### src/rtl/mux16_rr_scheduler.sv
// mux16_rr_scheduler
//   Round-robin scheduler sharing one 16:1 bit-select datapath among 16
//   requesters. Each grant lasts at most MAX_HOLD cycles. A source whose
//   hold expires is checked last on re-arbitration, so it yields to any
//   other requester, but a sole requester is re-granted with no gap.
//
// Parameters
//   MAX_HOLD : max consecutive cycles one requester keeps the grant (1..255)
//
// Optional feature
//   MUX16_SCHED_LOCK_EN : adds input `lock`. While granted with lock=1 and
//                         req[s]=1, hold expiry is suppressed and the hold
//                         counter saturates at MAX_HOLD.
//
// Ports
//   clk   : rising-edge clock
//   rst   : synchronous active-high reset
//   req   : request per source (bit i = source i)
//   in    : data bit per source (mux data inputs)
//   s     : registered select, index of the granted source
//   gnt   : registered one-hot grant, zero when idle
//   out   : registered copy of in[s], captured each served grant cycle
//   valid : one-cycle strobe qualifying out
//   busy  : high while in the GRANT state
//   lock  : (MUX16_SCHED_LOCK_EN only) suppress hold expiry
module mux16_rr_scheduler #(
  parameter int MAX_HOLD = 4
) (
  input  logic        clk,
  input  logic        rst,
  input  logic [15:0] req,
  input  logic [15:0] in,
`ifdef MUX16_SCHED_LOCK_EN
  input  logic        lock,
`endif
  output logic [3:0]  s,
  output logic [15:0] gnt,
  output logic        out,
  output logic        valid,
  output logic        busy
);

  localparam logic [7:0] MAX_HOLD_C = 8'(MAX_HOLD);

  typedef enum logic {
    IDLE  = 1'b0,
    GRANT = 1'b1
  } state_t;

  state_t      state_q, state_d;
  logic [3:0]  s_q, s_d;
  logic [15:0] gnt_q, gnt_d;
  logic        out_q, out_d;
  logic        valid_q, valid_d;
  logic        busy_q, busy_d;
  logic [3:0]  ptr_q, ptr_d;
  logic [7:0]  cnt_q, cnt_d;

  logic [4:0]  pick;
  logic        served;
  logic        hold_exp;
  logic        release_now;

  // Returns {found, index} of the first set bit of r scanning start,
  // start+1, ... with wrap. Scanning backwards lets the nearest hit win
  // without an early exit from the loop.
  function automatic logic [4:0] rr_pick(input logic [15:0] r,
                                         input logic [3:0]  start);
    logic [4:0] res;
    logic [3:0] idx;
    res = '0;
    for (int k = 15; k >= 0; k--) begin
      idx = start + 4'(k);
      if (r[idx]) res = {1'b1, idx};
    end
    return res;
  endfunction

  always_comb begin
    state_d     = state_q;
    s_d         = s_q;
    gnt_d       = gnt_q;
    out_d       = out_q;
    valid_d     = 1'b0;
    busy_d      = busy_q;
    ptr_d       = ptr_q;
    cnt_d       = cnt_q;
    pick        = '0;
    served      = 1'b0;
    hold_exp    = 1'b0;
    release_now = 1'b0;

    case (state_q)
      IDLE: begin
        pick = rr_pick(req, ptr_q);
        if (pick[4]) begin
          state_d = GRANT;
          s_d     = pick[3:0];
          gnt_d   = 16'h0001 << pick[3:0];
          cnt_d   = 8'd1;
          busy_d  = 1'b1;
        end
      end

      GRANT: begin
        served = req[s_q];
        if (served) begin
          out_d   = in[s_q];
          valid_d = 1'b1;
        end

        hold_exp = (cnt_q == MAX_HOLD_C);
`ifdef MUX16_SCHED_LOCK_EN
        if (lock && served) hold_exp = 1'b0;
`endif
        release_now = !served || hold_exp;

        if (!release_now) begin
          // Saturate so a locked grant cannot wrap the counter.
          if (cnt_q != MAX_HOLD_C) cnt_d = cnt_q + 8'd1;
        end else begin
          // Search starts after the current owner, so it is checked last.
          ptr_d = s_q + 4'd1;
          pick  = rr_pick(req, s_q + 4'd1);
          if (pick[4]) begin
            s_d   = pick[3:0];
            gnt_d = 16'h0001 << pick[3:0];
            cnt_d = 8'd1;
          end else begin
            state_d = IDLE;
            gnt_d   = '0;
            busy_d  = 1'b0;
          end
        end
      end

      default: begin
        state_d = IDLE;
      end
    endcase
  end

  always_ff @(posedge clk) begin
    if (rst) begin
      state_q <= IDLE;
      s_q     <= '0;
      gnt_q   <= '0;
      out_q   <= 1'b0;
      valid_q <= 1'b0;
      busy_q  <= 1'b0;
      ptr_q   <= '0;
      cnt_q   <= '0;
    end else begin
      state_q <= state_d;
      s_q     <= s_d;
      gnt_q   <= gnt_d;
      out_q   <= out_d;
      valid_q <= valid_d;
      busy_q  <= busy_d;
      ptr_q   <= ptr_d;
      cnt_q   <= cnt_d;
    end
  end

  assign s     = s_q;
  assign gnt   = gnt_q;
  assign out   = out_q;
  assign valid = valid_q;
  assign busy  = busy_q;

endmodule

### config.mk
export PLATFORM = sky130hd
export DESIGN_NAME = mux16_rr_scheduler
export DESIGN_NICKNAME = d
export VERILOG_FILES = /design/src/rtl/mux16_rr_scheduler.sv
export SDC_FILE = /design/constraint.sdc
export NUM_CORES = 1
export LEC_CHECK = 0
export CORE_AREA = 2 2 112 114
export CTS_CLUSTER_SIZE = 28
export DETAILED_ROUTE_END_ITERATION = 8
export DIE_AREA = 0 0 114 116
export PLACE_DENSITY = 0.89
export SKIP_LAST_GASP = 1
export SLEW_MARGIN = 15
export SYNTH_ARGS = -nofsm -noshare
export SYNTH_HDL_FRONTEND = slang
export SYNTH_SLANG_ARGS = --single-unit
### constraint.sdc
create_clock -name clk -period 5 [get_ports clk]
set_clock_uncertainty 0.05 [all_clocks]
set_input_delay 1 -clock clk [delete_from_list [all_inputs] [get_ports clk]]
set_output_delay 1 -clock clk [all_outputs]
set_load 0.01 [all_outputs]
==> flow_summary.toml, run 1 <==
[global_route]
overflow = 0
grt_pass1_wl_mm = 31.85
track_usage_pct = 29.65
grt_use_met2_pct = 49.37
top_usage_layer = "met2"
grt_use_met1_pct = 40.32
grt_pass1_vias = 6225
antenna_found_initial = 0
grt_max_degree = 40
grt_use_met3_pct = 3.086

[finish]
final_nets = 847
post-route-util_pct = 61.85
fillCellCount = 1011
antenna_cells = 0
drive_gt1_share_pct = 20.63
syn_to_final_growth_pct = 12.97

[synthesis]
synth_fp_nets = 813
synth_top_area_share_pct = 20.38
synth_common_cells = "mux4_2, nand2_1, nor2_1, a21oi_1, mux2i_1"
syn_area_um2 = 6521
synth-seq-area-share_pct = 11.05
ys_async_sr_fraction_pct = 0
netlist_instances = 765
synth_edf_count = 0
ys_warn_count = 0
synth.distinct_cells = 90
synth.most_common_cell = "mux4_2"
ys_seq_elements = 36
synth_area_leaders = "mux4_2, dfxtp_1, mux2i_1, mux2_2, a21oi_1"
synthFlopType = "dfxtp_1"
syn_avg_cell_area_um2 = 8.525
yosysTopAreaCell = "mux4_2"

[drt]
wl_mm = 19.83
detail-route-antenna-nets = 0
initialDrtViolationCount = 737
vias_per_cell = 7.128
wl_per_cell_um = 20.93
vias = 6750
first_pass_iters = 8
drc = 0

[die]
ios = 57
die_h_um = 116
core-area_um2 = 11910
dieArea_um2 = 13220
rows = 40
die_w_um = 114
start_util_pct = 54.75

[min_path]
hp-start = "cnt_q[7]$_SDFFE_PP0P_"
hold_path.class = "reg -> reg"
holdPathEnd = "cnt_q[7]$_SDFFE_PP0P_"
hold_depth = 2

[critical_path]
arrival_ps = 4830
worstPathRequired_ps = 5120
startpoint_type = "input pin"
crit_fanout = 13
cp_common_cell = "mux4_2"
worst_r2r_endpoint = "gnt[11]$_SDFFE_PP0P_"
critical_path.cell_chain = "clkdlybuf4s50_1 -> mux4_2 -> mux4_2 -> nor3b_1 -> a2111oi_0 -> nor4_1 -> o41ai_1 -> a41o_1 -> or2_1 -> o21ai_0 -> o221a_2"
criticalPathCategory = "in -> reg"
cp-end-kind = "flip-flop"
rrSetupSlack_ps = 400
max_stage_delay_ps = 660
critPathSlowestCell = "clkdlybuf4s50_1"
rr_startpoint = "ptr_q[1]$_SDFFE_PP0P_"
r2r_cells = 11

[sta]
slew_headroom_pct = 41.99
final.setup.tns_ps = 0
finalWorstSetupSlack_ps = 285.9
worst_pin_slew_ps = 870.1
max_freq_mhz = 212.1
rsz0062_at_grt = "false"
hold_viol = 0
drv_slew = 0
fin_crit_sh_pct = 94.28
final-setup-viol-count = 0
period_needed_ps = 4714
whs_ps = 449.1

[clock_tree]
cts_tree = "done"
clkSinkCount = 36
clk_pin_slew_ps = 50
clock_latency_ps = 280
cts_htree_levels = 2
postCtsSetupBuffers = 0
holdBufCountCts = 0
clock_path_buffers = 2
cts_root_buf = "clkbuf_16"
numCtsBuffers = 5

[flow_run]
cap_violations = 0

[place]
place_ws_ps = 108.4
port_buffers = 56
gp_congestion = 1.037
dp_hpwl_mm = 14.88

[outcome]
outcome = "finished clean"
placed cells by master, fill, tap and decap left out, drive strengths merged, types with 5 or more instances in the layout:
master	Yosys	final
clkinv	5	5
o221a	10	10
nor2	59	59
nand2b	15	15
mux2i	45	45
o31ai	6	6
a31oi	18	18
inv	20	20
a211oi	16	16
o21a	5	5
o211ai	8	8
ha	14	14
and2	6	6
a21oi	55	55
or3	10	10
buf	25	28
xnor2	21	21
mux2	33	33
a21o	8	8
dfxtp	36	36
o21ai	47	47
and3	9	9
nor3	27	27
clkdlybuf4s50	0	56
nor4	8	8
clkbuf	32	8
o22ai	6	6
nand2	58	58
nand3	26	26
mux4	59	59
through the flow:
| stage | cells | area (um2) |
|---|---|---|
| after floorplan | 765 | 6524 |
| after CTS | 947 | 7356 |
| after global placement | 939 | 7209 |
| after global routing | 947 | 7367 |
| final | 947 | 7367 |
| after detailed placement | 939 | 7209 |
worst max path at each step:
stage                                 start                    to  slack [ps]  depth (start not counted)
after global placement               req[3]   gnt[2]$_SDFFE_PP0P_         320                         12
after CTS                 s[1]$_SDFFE_PP0P_   gnt[2]$_SDFFE_PP0P_         360                         15
after floorplan           s[0]$_SDFFE_PP0P_   gnt[6]$_SDFFE_PP0P_          70                         20
after global routing      s[1]$_SDFFE_PP0P_  gnt[10]$_SDFFE_PP0P_          60                         15
after detailed placement            req[12]  gnt[11]$_SDFFE_PP0P_         110                         11
final                                req[8]  gnt[11]$_SDFFE_PP0P_         290                         11
cell families after synthesis:
group                      synth area share, %
adders and majority gates                2.686
xor gates and xnor gates                 4.547
AOI/OAI and AO/OA                        23.95
and+or+nand+nor                          18.99
buffers and inverters                    5.602
DFF                                      11.05
muxes                                    33.17
routing by layer:
metal  routed length [um]  part of all wire [%]  vias up
met5                    0                     0        -
met2                 9571                    48      407
met1                 7783                    39     3219
met4                  674                   3.4        0
met3                 1795                   9.1       56
li1                     -                     -     3068
area by class of cell:
cell class / instances / area [um2] / share of cell area (%)
multi-input cells: 647 / 5446 / 73.93
flip-flops and latches: 36 / 721.9 / 9.800
inverters: 25 / 97.59 / 1.325
clock buffers: 8 / 146.4 / 1.987
well taps: 147 / 183.9 / 2.497
repair buffers: 84 / 770.7 / 10.46
what timing repair did:
action / 4_1_cts / 5_1_grt
resized for setup: 0 / 1
endpoints found under the setup margin: 0 / 4
hold endpoints to repair: 0 / 0
worst max-delay path: cells and delay by family:
kind                   cells  cell delay [ps]
AOI/OAI and AO/OA          5             1480
muxes                      2             1190
buffers and inverters      1              660
and+or+nand+nor            3              480
state kept, by name, summed over array words and instances (netlist names):
register and count:
s 4, cnt_q 8, busy 1, ptr_q 4
gnt 16, out 1, valid 1, state_q 1
Power of run 1 is left out: the tool's default activity adds up to more than one toggle a clock period on the data nets, which glitch-free logic cannot reach.
==> inputs of run 2 (changes only) <==
--- a/config.mk
+++ b/config.mk
@@ -9,7 +9,7 @@
 export CTS_CLUSTER_SIZE = 28
 export DETAILED_ROUTE_END_ITERATION = 8
 export DIE_AREA = 0 0 114 116
-export PLACE_DENSITY = 0.89
+export PLACE_DENSITY_LB_ADDON = 0.08
 export SKIP_LAST_GASP = 1
 export SLEW_MARGIN = 15
 export SYNTH_ARGS = -nofsm -noshare
==> run 2 against run 1 <==
  * Maximum frequency increased by 1.0%
  * Critical path depth unchanged
  * Worst setup slack improved by 47 ps
  * Via count decreased by 0.16%
  * First-iteration DRC count increased by 2.7%
  * Largest cell class unchanged
  * Utilization increased by 0.24 points
  * Worst hold slack got worse by 1.1 ps
==> flow_summary.toml, run 2 (synthesis results as in run 1) <==
[place]
place_inst = 942
gp_congestion = 0.9641
dp_hpwl_mm = 16.35
port_buffers = 56

[critical_path]
rrSetupSlack_ps = 340
worst_r2r_endpoint = "gnt[9]$_SDFFE_PP0P_"
crit_fanout = 13
r2r_cells = 13
startpoint_type = "input pin"
rr_startpoint = "ptr_q[1]$_SDFFE_PP0P_"
worstPathRequired_ps = 5180
cp-end-kind = "flip-flop"
criticalPathCategory = "in -> reg"
arrival_ps = 4840

[global_route]
grt_pass1_wl_mm = 34.15
antenna_found_initial = 0
grt_max_degree = 32
overflow = 0
track_usage_pct = 32.74
grt_pass1_vias = 6245

[min_path]
hold_depth = 2
hp-start = "gnt[15]$_SDFFE_PP0P_"
hold_path.class = "reg -> reg"
holdPathEnd = "gnt[15]$_SDFFE_PP0P_"

[sta]
max_freq_mhz = 214.3
slew_headroom_pct = 40.36
hold_viol = 0
fin_crit_sh_pct = 93.34
period_needed_ps = 4667
worst_pin_slew_ps = 894.7
final-setup-viol-count = 0
final.setup.tns_ps = 0
drv_slew = 0
rsz0062_at_grt = "false"

[clock_tree]
clkSinkCount = 36
cts_root_buf = "clkbuf_16"
cts_tree = "done"
clock_latency_ps = 280
numCtsBuffers = 5
cts-resized-gates = 0
holdBufCountCts = 0
clk_pin_slew_ps = 60
postCtsSetupBuffers = 0
cts_htree_levels = 2
clock_path_buffers = 2

[die]
core-area_um2 = 11910
rows = 40
die_w_um = 114
start_util_pct = 54.75
ios = 57
dieArea_um2 = 13220
die_h_um = 116

[finish]
drive_gt1_share_pct = 21.05
mostFrequentLayoutCells = "mux4_2, nor2_1, nand2_1"
syn_to_final_growth_pct = 13.41
final_cells = 950
largest_reg_flops = 16
antenna_cells = 0
final_nets = 850
final_common_cell = "mux4_2"
fillCellCount = 1047

[drt]
wl_per_cell_um = 22.46
initialDrtViolationCount = 757
vias = 6739
wl_mm = 21.34
vias_per_cell = 7.094
detail-route-antenna-nets = 0
first_pass_iters = 7
drc = 0

[flow_run]
cap_violations = 0

[outcome]
outcome = "finished clean"
## run 2: worst max path at each step
stage                               start              endpoint  slack [ps]  cells after the start
finish                            req[12]   gnt[9]$_SDFFE_PP0P_         330                     11
global route        ptr_q[1]$_SDFFE_PP0P_   gnt[9]$_SDFFE_PP0P_          20                     11
CTS                 ptr_q[1]$_SDFFE_PP0P_   gnt[9]$_SDFFE_PP0P_         420                     13
detailed placement                req[12]  gnt[11]$_SDFFE_PP0P_         140                     11
global placement                  req[12]  gnt[11]$_SDFFE_PP0P_         190                     11
floorplan               s[0]$_SDFFE_PP0P_   gnt[6]$_SDFFE_PP0P_          70                     20
## run 2: routing by layer
metal	vias up	GRT usage (%)	wire, um
li1	3076	-	-
met1	3190	46.25	8783
met2	432	53.02	10070
met3	41	2.354	1868
met4	0	12.20	616
met5	-	0	0
## run 2: metrics by stage
stage	util [%]	hold slack (ps)	area [um2]	worst slack, ps
floorplan	-	408.0	6524	70.25
global placement	60.71	424.8	7232	194.7
detailed placement	60.71	442.0	7232	141.7
CTS	62.09	450.0	7396	415.4
global route	62.09	491.7	7396	22.73
finish	62.09	448.0	7396	333.0
## run 2: critical path, stage by stage
cell and delay [ps]:
clkdlybuf4s50_1 630, mux4_2 670, mux4_2 540, nor3b_1 160, a2111oi_0 440, nor4_1 130
o41ai_1 310, a41o_1 320, nand2b_1 140, o21ai_0 260, o221a_2 230
## run 2: cell type report
cell class                      count  area [um2]  share of cell area (%)
Clock buffer                        6       128.9                   1.743
Clock inverter                      2       35.03                  0.4737
Tap cell                          147       183.9                   2.487
Multi-Input combinational cell    647        5435                   73.49
Timing Repair Buffer               87       793.3                   10.73
Inverter                           25       97.59                   1.320
Sequential cell                    36       721.9                   9.761
Power of run 2 is left out for the same reason.
